--- config.mk ---
export PLATFORM = sky130hd
export DESIGN_NAME = mem_wb_stage_flat
export DESIGN_NICKNAME = d
export VERILOG_FILES = /design/src/rtl/mem_wb_stage_pkg.sv /design/src/rtl/mem_wb_stage_if.sv /design/src/rtl/mem_wb_stage_stat_counter.sv /design/src/rtl/mem_wb_stage.sv /design/src/flat_wrapper.sv
export SDC_FILE = /design/constraint.sdc
export NUM_CORES = 1
export LEC_CHECK = 0
export CORE_MARGIN = 2
export CORE_UTILIZATION = 49
export CTS_CLUSTER_DIAMETER = 30
export DETAILED_ROUTE_END_ITERATION = 8
export PLACE_DENSITY = 0.81
export SLEW_MARGIN = 20
export SYNTH_ARGS = -nofsm -noshare
export SYNTH_HDL_FRONTEND = slang
export SYNTH_SLANG_ARGS = --single-unit
--- constraint.sdc ---
create_clock -name clk -period 11.8 [get_ports clk]
set_clock_uncertainty 0.15 [all_clocks]
set_input_delay 2.36 -clock clk [delete_from_list [all_inputs] [get_ports clk]]
set_output_delay 2.36 -clock clk [all_outputs]
set_load 0.1 [all_outputs]
--- src/rtl/mem_wb_stage_pkg.sv ---
// Shared encodings for the MEM/WB stage: statistics selector values and the
// RegWrite load-type codes carried down the pipeline.
package mem_wb_stage_pkg;

  typedef enum logic [1:0] {
    STAT_HITS     = 2'd0,
    STAT_MISSES   = 2'd1,
    STAT_MISS_CYC = 2'd2,
    STAT_HOLD_CYC = 2'd3
  } stat_sel_e;

  typedef enum logic [2:0] {
    RW_NONE  = 3'd0,
    RW_WORD  = 3'd1,
    RW_BYTE  = 3'd2,
    RW_HALF  = 3'd3,
    RW_BYTEU = 3'd4,
    RW_HALFU = 3'd5
  } rw_code_e;

endpackage

--- src/rtl/mem_wb_stage_if.sv ---
// Data-memory request/response bus between the MEM/WB stage (master) and the
// external cache (slave).
interface mem_wb_stage_if #(
  parameter int XLEN = 32
);
  logic              req;
  logic [XLEN/8-1:0] we;
  logic [XLEN-1:0]   addr;
  logic [XLEN-1:0]   wdata;
  logic              ready;
  logic [XLEN-1:0]   rdata;

  modport master (output req, we, addr, wdata, input  ready, rdata);
  modport slave  (input  req, we, addr, wdata, output ready, rdata);
endinterface

--- src/rtl/mem_wb_stage_stat_counter.sv ---
// Saturating event counter with synchronous clear; clear wins over increment.
module stat_counter #(
  parameter int CNT_W = 32
) (
  input  logic             clk,
  input  logic             rst,
  input  logic             clr,
  input  logic             inc,
  output logic [CNT_W-1:0] cnt
);

  logic [CNT_W-1:0] cnt_q, cnt_d;

  // NOTE: every variable gets its default before any branch, so no path can
  // leave it unassigned and infer a latch.
  always_comb begin
    cnt_d = cnt_q;
    if (clr)                       cnt_d = '0;
    else if (inc && cnt_q != '1)   cnt_d = cnt_q + 1'b1;
  end

  // NOTE: state flops use non-blocking assignments so all registers sample
  // their inputs from the same pre-edge values.
  always_ff @(posedge clk or posedge rst) begin
    if (rst) cnt_q <= '0;
    else     cnt_q <= cnt_d;
  end

  assign cnt = cnt_q;

endmodule

--- src/rtl/mem_wb_stage.sv ---
// MEM/WB pipeline segment: issues one cache access per MEM instruction,
// registers write-back fields and keeps hit/miss/stall statistics.
module mem_wb_stage
  import mem_wb_stage_pkg::*;
#(
  parameter int XLEN  = 32,
  parameter int RD_W  = 5,
  parameter int RW_W  = 3,
  parameter int CNT_W = 32
) (
  input  logic                       clk,
  input  logic                       rst,
  input  logic                       en,
  input  logic                       clr,
  output logic                       stall_mem,
  input  logic [XLEN-1:0]            a_m,
  input  logic [XLEN-1:0]            wd_m,
  input  logic [XLEN/8-1:0]          we_m,
  input  logic                       memtoreg_m,
  mem_wb_stage_if.master             mem,
  output logic [XLEN-1:0]            rdata_w,
  output logic [$clog2(XLEN/8)-1:0]  lbs_w,
  input  logic [XLEN-1:0]            result_m,
  output logic [XLEN-1:0]            result_w,
  input  logic [RD_W-1:0]            rd_m,
  output logic [RD_W-1:0]            rd_w,
  input  logic [RW_W-1:0]            regwrite_m,
  output logic [RW_W-1:0]            regwrite_w,
  output logic                       memtoreg_w,
  input  logic [1:0]                 stat_sel,
  input  logic                       stat_clr,
  output logic [CNT_W-1:0]           stat_data
);

  localparam int LBS_W = $clog2(XLEN/8);

  logic            acc, first;
  logic            done_q, done_d, pend_q, pend_d;
  logic [XLEN-1:0] hold_q, hold_d;

  logic [XLEN-1:0]  rdata_q, rdata_d, result_q, result_d;
  logic [LBS_W-1:0] lbs_q, lbs_d;
  logic [RD_W-1:0]  rd_q, rd_d;
  logic [RW_W-1:0]  regwrite_q, regwrite_d;
  logic             memtoreg_q, memtoreg_d;

  // done blocks a repeat request once the held instruction's access completed
  assign acc       = memtoreg_m | (|we_m);
  assign mem.req   = acc & ~done_q;
  assign mem.we    = mem.req ? we_m : '0;
  assign mem.addr  = a_m;
  assign mem.wdata = wd_m;
  assign stall_mem = mem.req & ~mem.ready;
  assign first     = acc & ~pend_q & ~done_q;

  always_comb begin
    done_d = done_q;
    hold_d = hold_q;
    pend_d = pend_q;
    if (en) begin
      done_d = 1'b0;
    end else if (acc && mem.ready && !done_q) begin
      done_d = 1'b1;
      hold_d = mem.rdata;
    end
    // pend tracks an unanswered request, so a completed-but-held access never looks pending
    if (stall_mem)                pend_d = 1'b1;
    else if (mem.ready || !acc)   pend_d = 1'b0;
  end

  always_comb begin
    rdata_d    = rdata_q;
    lbs_d      = lbs_q;
    result_d   = result_q;
    rd_d       = rd_q;
    regwrite_d = regwrite_q;
    memtoreg_d = memtoreg_q;
    if (en) begin
      if (clr) begin
        rdata_d    = '0;
        lbs_d      = '0;
        result_d   = '0;
        rd_d       = '0;
        regwrite_d = RW_W'(RW_NONE);
        memtoreg_d = 1'b0;
      end else begin
        rdata_d    = done_q ? hold_q : mem.rdata;
        lbs_d      = a_m[LBS_W-1:0];
        result_d   = result_m;
        rd_d       = rd_m;
        regwrite_d = regwrite_m;
        memtoreg_d = memtoreg_m;
      end
    end
  end

  always_ff @(posedge clk or posedge rst) begin
    if (rst) begin
      done_q     <= 1'b0;
      pend_q     <= 1'b0;
      hold_q     <= '0;
      rdata_q    <= '0;
      lbs_q      <= '0;
      result_q   <= '0;
      rd_q       <= '0;
      regwrite_q <= '0;
      memtoreg_q <= 1'b0;
    end else begin
      done_q     <= done_d;
      pend_q     <= pend_d;
      hold_q     <= hold_d;
      rdata_q    <= rdata_d;
      lbs_q      <= lbs_d;
      result_q   <= result_d;
      rd_q       <= rd_d;
      regwrite_q <= regwrite_d;
      memtoreg_q <= memtoreg_d;
    end
  end

  assign rdata_w    = rdata_q;
  assign lbs_w      = lbs_q;
  assign result_w   = result_q;
  assign rd_w       = rd_q;
  assign regwrite_w = regwrite_q;
  assign memtoreg_w = memtoreg_q;

  logic [CNT_W-1:0] hits, misses, miss_cyc, hold_cyc;

  stat_counter #(.CNT_W(CNT_W)) u_hits (
    .clk(clk), .rst(rst), .clr(stat_clr), .inc(first & mem.ready), .cnt(hits));
  stat_counter #(.CNT_W(CNT_W)) u_misses (
    .clk(clk), .rst(rst), .clr(stat_clr), .inc(first & ~mem.ready), .cnt(misses));
  stat_counter #(.CNT_W(CNT_W)) u_miss_cyc (
    .clk(clk), .rst(rst), .clr(stat_clr), .inc(stall_mem), .cnt(miss_cyc));
  stat_counter #(.CNT_W(CNT_W)) u_hold_cyc (
    .clk(clk), .rst(rst), .clr(stat_clr), .inc(~en), .cnt(hold_cyc));

  always_comb begin
    stat_data = '0;
    case (stat_sel_e'(stat_sel))
      STAT_HITS:     stat_data = hits;
      STAT_MISSES:   stat_data = misses;
      STAT_MISS_CYC: stat_data = miss_cyc;
      STAT_HOLD_CYC: stat_data = hold_cyc;
      default:       stat_data = '0;
    endcase
  end

endmodule

--- src/flat_wrapper.sv ---
// flat-port wrapper written by rule: the top's interface ports become plain ports
module mem_wb_stage_flat import mem_wb_stage_pkg::*;
#(
  parameter int XLEN  = 32,
  parameter int RD_W  = 5,
  parameter int RW_W  = 3,
  parameter int CNT_W = 32
)
  (clk, rst, en, clr, stall_mem, a_m, wd_m, we_m, memtoreg_m, rdata_w, lbs_w, result_m, result_w, rd_m, rd_w, regwrite_m, regwrite_w, memtoreg_w, stat_sel, stat_clr, stat_data, mem_req, mem_we, mem_addr, mem_wdata, mem_ready, mem_rdata);
  mem_wb_stage_if #(.XLEN(XLEN)) mem_i ();
  input  logic clk;
  input  logic rst;
  input  logic en;
  input  logic clr;
  output logic stall_mem;
  input  logic [XLEN-1:0] a_m;
  input  logic [XLEN-1:0] wd_m;
  input  logic [XLEN/8-1:0] we_m;
  input  logic memtoreg_m;
  output logic [XLEN-1:0] rdata_w;
  output logic [$clog2(XLEN/8)-1:0] lbs_w;
  input  logic [XLEN-1:0] result_m;
  output logic [XLEN-1:0] result_w;
  input  logic [RD_W-1:0] rd_m;
  output logic [RD_W-1:0] rd_w;
  input  logic [RW_W-1:0] regwrite_m;
  output logic [RW_W-1:0] regwrite_w;
  output logic memtoreg_w;
  input  logic [1:0] stat_sel;
  input  logic stat_clr;
  output logic [CNT_W-1:0] stat_data;
  output wire logic [$bits(mem_i.req)-1:0] mem_req;
  output wire logic [$bits(mem_i.we)-1:0] mem_we;
  output wire logic [$bits(mem_i.addr)-1:0] mem_addr;
  output wire logic [$bits(mem_i.wdata)-1:0] mem_wdata;
  input wire logic [$bits(mem_i.ready)-1:0] mem_ready;
  input wire logic [$bits(mem_i.rdata)-1:0] mem_rdata;
  assign mem_req = mem_i.req;
  assign mem_we = mem_i.we;
  assign mem_addr = mem_i.addr;
  assign mem_wdata = mem_i.wdata;
  assign mem_i.ready = mem_ready;
  assign mem_i.rdata = mem_rdata;
  mem_wb_stage #(.XLEN(XLEN), .RD_W(RD_W), .RW_W(RW_W), .CNT_W(CNT_W)) u_core (.clk(clk), .rst(rst), .en(en), .clr(clr), .stall_mem(stall_mem), .a_m(a_m), .wd_m(wd_m), .we_m(we_m), .memtoreg_m(memtoreg_m), .mem(mem_i), .rdata_w(rdata_w), .lbs_w(lbs_w), .result_m(result_m), .result_w(result_w), .rd_m(rd_m), .rd_w(rd_w), .regwrite_m(regwrite_m), .regwrite_w(regwrite_w), .memtoreg_w(memtoreg_w), .stat_sel(stat_sel), .stat_clr(stat_clr), .stat_data(stat_data));
endmodule
## Word level (Yosys, flattened, before mapping)

Index checks and enable logic that the tools add are counted.
Widths: inputs -> output; s select.

| cells by class | value |
|---|---|
| reduce and logical (&&, ||, !) cells | 18 |
| muxes and demuxes | 21 |
| equal/unequal tests | 7 |
| $add $sub $neg | 4 |
| bitwise gates (word level) | 11 |

Operator list:

| kind | number |
|---|---|
| $mux 32 | 11 |
| $add 32x1->32 const B | 4 |
| $ne 32x32->1 const B | 4 |
| $pmux 32 s4 | 1 |
| $reduce_bool 2->1 | 6 |
| $and 1x1->1 | 6 |
| $logic_and 1x1->1 | 6 |
| $mux 1 | 5 |
| $mux 5 | 1 |
| $eq 2x2->1 const B | 2 |
| $mux 4 | 1 |
| $not 1->1 | 4 |
| $reduce_or 4->1 | 1 |
| $mux 3 | 1 |
| $eq 2x1->1 const B | 1 |
| $logic_not 1->1 | 2 |
| $logic_not 2->1 | 1 |
| $mux 2 | 1 |
| $reduce_and 2->1 | 1 |
| $logic_or 1x1->1 | 1 |
| $or 1x1->1 | 1 |

| storage, ports and cells | value |
|---|---|
| bits in registers | 237 |
| word-level logic and storage cells | 74 |
| output and inout bits | 177 |

## Logic depth before layout (Yosys ltp)

| logic depth | value |
|---|---|
| depth in word-level cells | 8 |
| mapped depth | 8 |

## Cells and area by module

From an unflattened synthesis, not the netlist that was laid out.

| unflattened totals | value |
|---|---|
| cell total of the unflattened synthesis | 1139 |
| area, all modules | 12497.0 sq um |

Modules (own cells, without submodules):

| module | instances | cells an instance | seq. area each (sq um) | area each (sq um) |
|---|---|---|---|---|
| stat_counter | 4 | 186 | 800.8 | 1740.4 |
| mem_wb_stage | 1 | 395 | 2727.6 | 5535.3 |

## Worst setup path before layout

Ideal clock, no wire load.

| path | value |
|---|---|
| path type | input to output |
| from | input port stat_sel[0] |
| to | output port stat_data[17] |
| slack | 5.012 ns |
| cell stages on the path | 4 |
| data arrival time | 4.278 ns |
| cells stage by stage | clkbuf_1 > buf_1 > clkbuf_1 > mux4_1 |

| on the way | value |
|---|---|
| cells in the longest elaborated chain, start to end | 2 |
| elaborated cells between the ends (all ways) | 5 |
| those cells by class | eq/ne: 3; mux: 1; reduce/logical: 1 |

Ends and longest elaborated chain:

| element | line | source |
|---|---|---|
| start: declaration | flat_wrapper.sv:29 | `input logic [1:0] stat_sel;` |
| $eq 2x2->1 (tied with other cells) | mem_wb_stage.sv:141 | `case (stat_sel_e'(stat_sel))` |
| $pmux 32 s4 (*) | mem_wb_stage.sv:141 |  |
| end: declaration | flat_wrapper.sv:31 | `output logic [CNT_W-1:0] stat_data;` |

Mark *: on every way between the ends. The rest lies on a longest branch, timed or not.

## Worst setup path after layout

| path | value |
|---|---|
| from | input port we_m[0] |
| to | output port stall_mem |

| on the way | value |
|---|---|
| cells in the longest elaborated chain, start to end | 4 |

Ends and longest elaborated chain:

| element | line | source |
|---|---|---|
| start: declaration | flat_wrapper.sv:18 | `input logic [XLEN/8-1:0] we_m;` |
| $reduce_or 4->1 | mem_wb_stage.sv:48 | `assign acc = memtoreg_m \| (\|we_m);` |
| $or 1x1->1 | mem_wb_stage.sv:48 |  |
| $and 1x1->1 | mem_wb_stage.sv:49 | `assign mem.req = acc & ~done_q;` |
| $and 1x1->1 | mem_wb_stage.sv:53 | `assign stall_mem = mem.req & ~mem.ready;` |
| end: declaration | flat_wrapper.sv:15 | `output logic stall_mem;` |

Every way passes these cells.

==> flow_summary_export.csv <==
group,metric,value,unit
timing,final_max_slew_viol_count,0,
placement,pre_cts_ws,4.15,ns
route,drt_iter0_markers,920,
power,comb_power_share,0.158,
power,internal_power,1.96,mW
yosys,synth_cell_types,53,
yosys,ys_top_cells_by_count,"237 x dfrtp_1, 130 x nor2_1, 80 x xor2_1, 64 x buf_4, 63 x nand3_1",
clock_tree,clock_path_buffers,3,
power,peakVddDrop,0.132,mV
global_route,grtUsageTotal,0.259,
floorplanning,die_area,26400,sq um
placement,dpl_cell_area,14100,sq um
layout,final_cells,1643,
placement,portBuffers,201,
route,wl_per_cell,20.7,um
yosys,synth_area_leader_cell,"dfrtp_1",
yosys,synth.top_cells.by_area,"dfrtp_1 48%, xor2_1 5.7%, mux4_2 5.7%",
global_route,grt_use_met2,0.422,
power,p_switching,0.799,mW
placement,gp_congestion,0.922,
timing,timing.hold.ws,0.334,ns
critical_path,cp_max_fo,14,
timing,fin_crit_sh,0.650,
critical_path,worstPathRequired,9.29,ns
clock_tree,cts_max_level,2,
status,status,"finished clean",
placement,dp_cells,1551,
critical_path,end_kind,"primary output",
route,vias,9818,
layout,finalNetCount,1428,
critical_path,arrival,5.16,ns
yosys,yosys.cell_count.top_type,"dfrtp_1",
floorplanning,rows,58,
power,finalPower,2.76,mW
critical_path,start_kind,"primary input",
critical_path,critPathKind,"primary input to primary output",
yosys,avgSynthCellArea,10.9,sq um
yosys,syn_area,12300,sq um
global_route,grt_first_pass_wirelength,53.9,mm
yosys,ys_ff_latch,237,
power,power_density,174,nW/um^2
power,switching_share,0.289,
yosys,synth_edf_count,0,
run,maxCapViolCount,0,
layout,drive_gt1_frac,0.139,
route,drtAntennaViolNets,0,
power,seq_power_share,0.327,
yosys,ys.flop_type,"dfrtp_1",
power,p_leak,6.56,nW
yosys,syn_inst,1133,
clock_tree,cts-hold-fix-buffers,0,
timing,fin_crit,7.67,ns
route,wirelength,34.1,mm
timing,slew-limit-headroom,0.288,
floorplanning,die_x,163,um
floorplanning,ios,326,
global_route,top_usage_layer,"met2",
clock_tree,worstSkewPairLatency,0.55,ns
yosys,synth_nets,1286,
layout,final_area,15900,sq um
min_path,hold_class,"flip-flop to flip-flop",
timing,worst_slack,4.13,ns
global_route,met3_usage,0.0652,
timing,setup_viol,0,
yosys,async_flop_share,1.00,
clock_tree,cts_buffers,52,
clock_tree,cts_setup_buffers,0,
global_route,grt.overflow.total,0,
yosys,synth_top_area_share,0.481,
clock_tree,cts_tree,"yes",
global_route,grt_pass1_vias,10100,
floorplanning,die_h,163,um
route,drc,0,
layout,areaGrowthSynthToFinish,28.7,%
global_route,antenna_found_initial,2,
clock_tree,cts.sinks,237,
layout,final_util,0.635,
timing,rsz0062_at_grt,"false",
timing,worstMarginPinSlew,1.06,ns
yosys,ys_warn_count,0,
global_route,grt_util_met1,0.329,
route,drtPass1Iterations,5,
timing,clock.fmax,130,MHz
timing,final-hold-violation-count,0,
global_route,grt_max_degree,102,
power,clock_power_share,0.514,
yosys,ys_seq_area_frac,0.481,
placement,post-dp-hpwl,22.6,mm
floorplanning,initial_core_util,0.494,
timing,finalSetupTns,0,ns
clock_tree,cts-resized-gates,0,
clock_tree,root_buffer,"clkbuf_16",
route,via_per_inst,5.98,
floorplanning,core-area,25000,sq um
clock_tree,clk_pin_slew,0.05,ns
## cell type report
cell class / instances / area, sq um
Clock buffer: 66 / 1480
Tap cell: 330 / 413
Inverter: 9 / 41.3
Antenna cell: 1 / 2.50
Sequential cell: 237 / 5930
Timing Repair Buffer: 210 / 2070
Clock inverter: 25 / 277
Multi-Input combinational cell: 765 / 5650
Fill cell: 1905 / 9110
## cell families (layout without fill, tap and decap cells)
| kind of cell | count (synthesis) | after routing | share of synthesized area |
|---|---|---|---|
| flip-flops | 237 | 237 | 0.481 |
| other | 0 | 1 | 0 |
| XOR/XNOR | 105 | 105 | 0.0746 |
| AND/OR/NAND/NOR | 423 | 423 | 0.180 |
| AO/OA/AOI/OAI | 134 | 134 | 0.0821 |
| adder cells (fa/ha/maj) | 4 | 4 | 0.00406 |
| buffers and inverters | 131 | 310 | 0.0611 |
| multiplexers | 99 | 99 | 0.117 |
## worst max-delay path: stages
cell	delay, ns
clkdlybuf4s50_1	0.43
or4_1	0.63
o21ai_2	0.46
inv_2	0.25
clkdlybuf4s50_1	1.03
## path summary, 6_finish.rpt
kind	startpoint	endpoint	slack, ns	depth (start not counted)
worst min register to register	u_core.rdata_w[27]	u_core.rdata_w[27]	0.33	1
worst max register to register	u_core.done_q	u_core.u_hits.cnt[17]	8.78	7
min in group asynchronous	rst	u_core.u_hold_cyc.cnt[26]	2.17	2
worst max-delay path	we_m[0]	stall_mem	4.13	5
max in group asynchronous	rst	u_core.u_hits.cnt[2]	7.88	3
worst min-delay path	u_core.rdata_w[27]	u_core.rdata_w[27]	0.33	1
## power by group through the flow
stage | clock, mW | combinational (mW) | sequential (mW)
global placement | 0 | 0.432 | 0.909
global route | 1.48 | 0.456 | 0.908
floorplan | 0 | 0.239 | 1.08
CTS | 1.44 | 0.440 | 0.903
detailed placement | 0 | 0.438 | 0.912
finish | 1.42 | 0.437 | 0.904
## cells in the final DEF (no fill, tap or decap), types with 6 or more instances in the layout
master / instances
nor3_1: 26
clkdlybuf4s50_1: 198
mux2_2: 33
and3_1: 30
mux2i_1: 34
clkinv_2: 8
dfrtp_1: 236
a22o_1: 41
clkbuf_8: 8
inv_1: 6
or3_1: 12
nor4_1: 15
nor2b_1: 6
nand2_1: 42
nand4_1: 47
o2bb2ai_1: 34
nand3_1: 63
o21ai_0: 19
nor2_1: 129
mux4_2: 31
a21oi_1: 21
and4_1: 21
xnor2_1: 25
buf_4: 10
clkbuf_16: 54
xor2_1: 80
## metal layers
metal / part of all wire / wire length (um)
met3: 0.090 / 3080
met4: 0.029 / 992
met2: 0.48 / 16500
met1: 0.40 / 13500
met5: 0 / 0
## sequential cells by signal (all words and copies together) (netlist names)
register	count
u_core.done_q	1
u_core.hold_q	32
u_core.lbs_w	2
u_core.memtoreg_w	1
u_core.pend_q	1
u_core.rd_w	5
u_core.rdata_w	32
u_core.regwrite_w	3
u_core.result_w	32
u_core.u_hits.cnt	32
u_core.u_hold_cyc.cnt	32
u_core.u_miss_cyc.cnt	32
u_core.u_misses.cnt	32
Note: power is estimated with default switching activity, not from simulation.
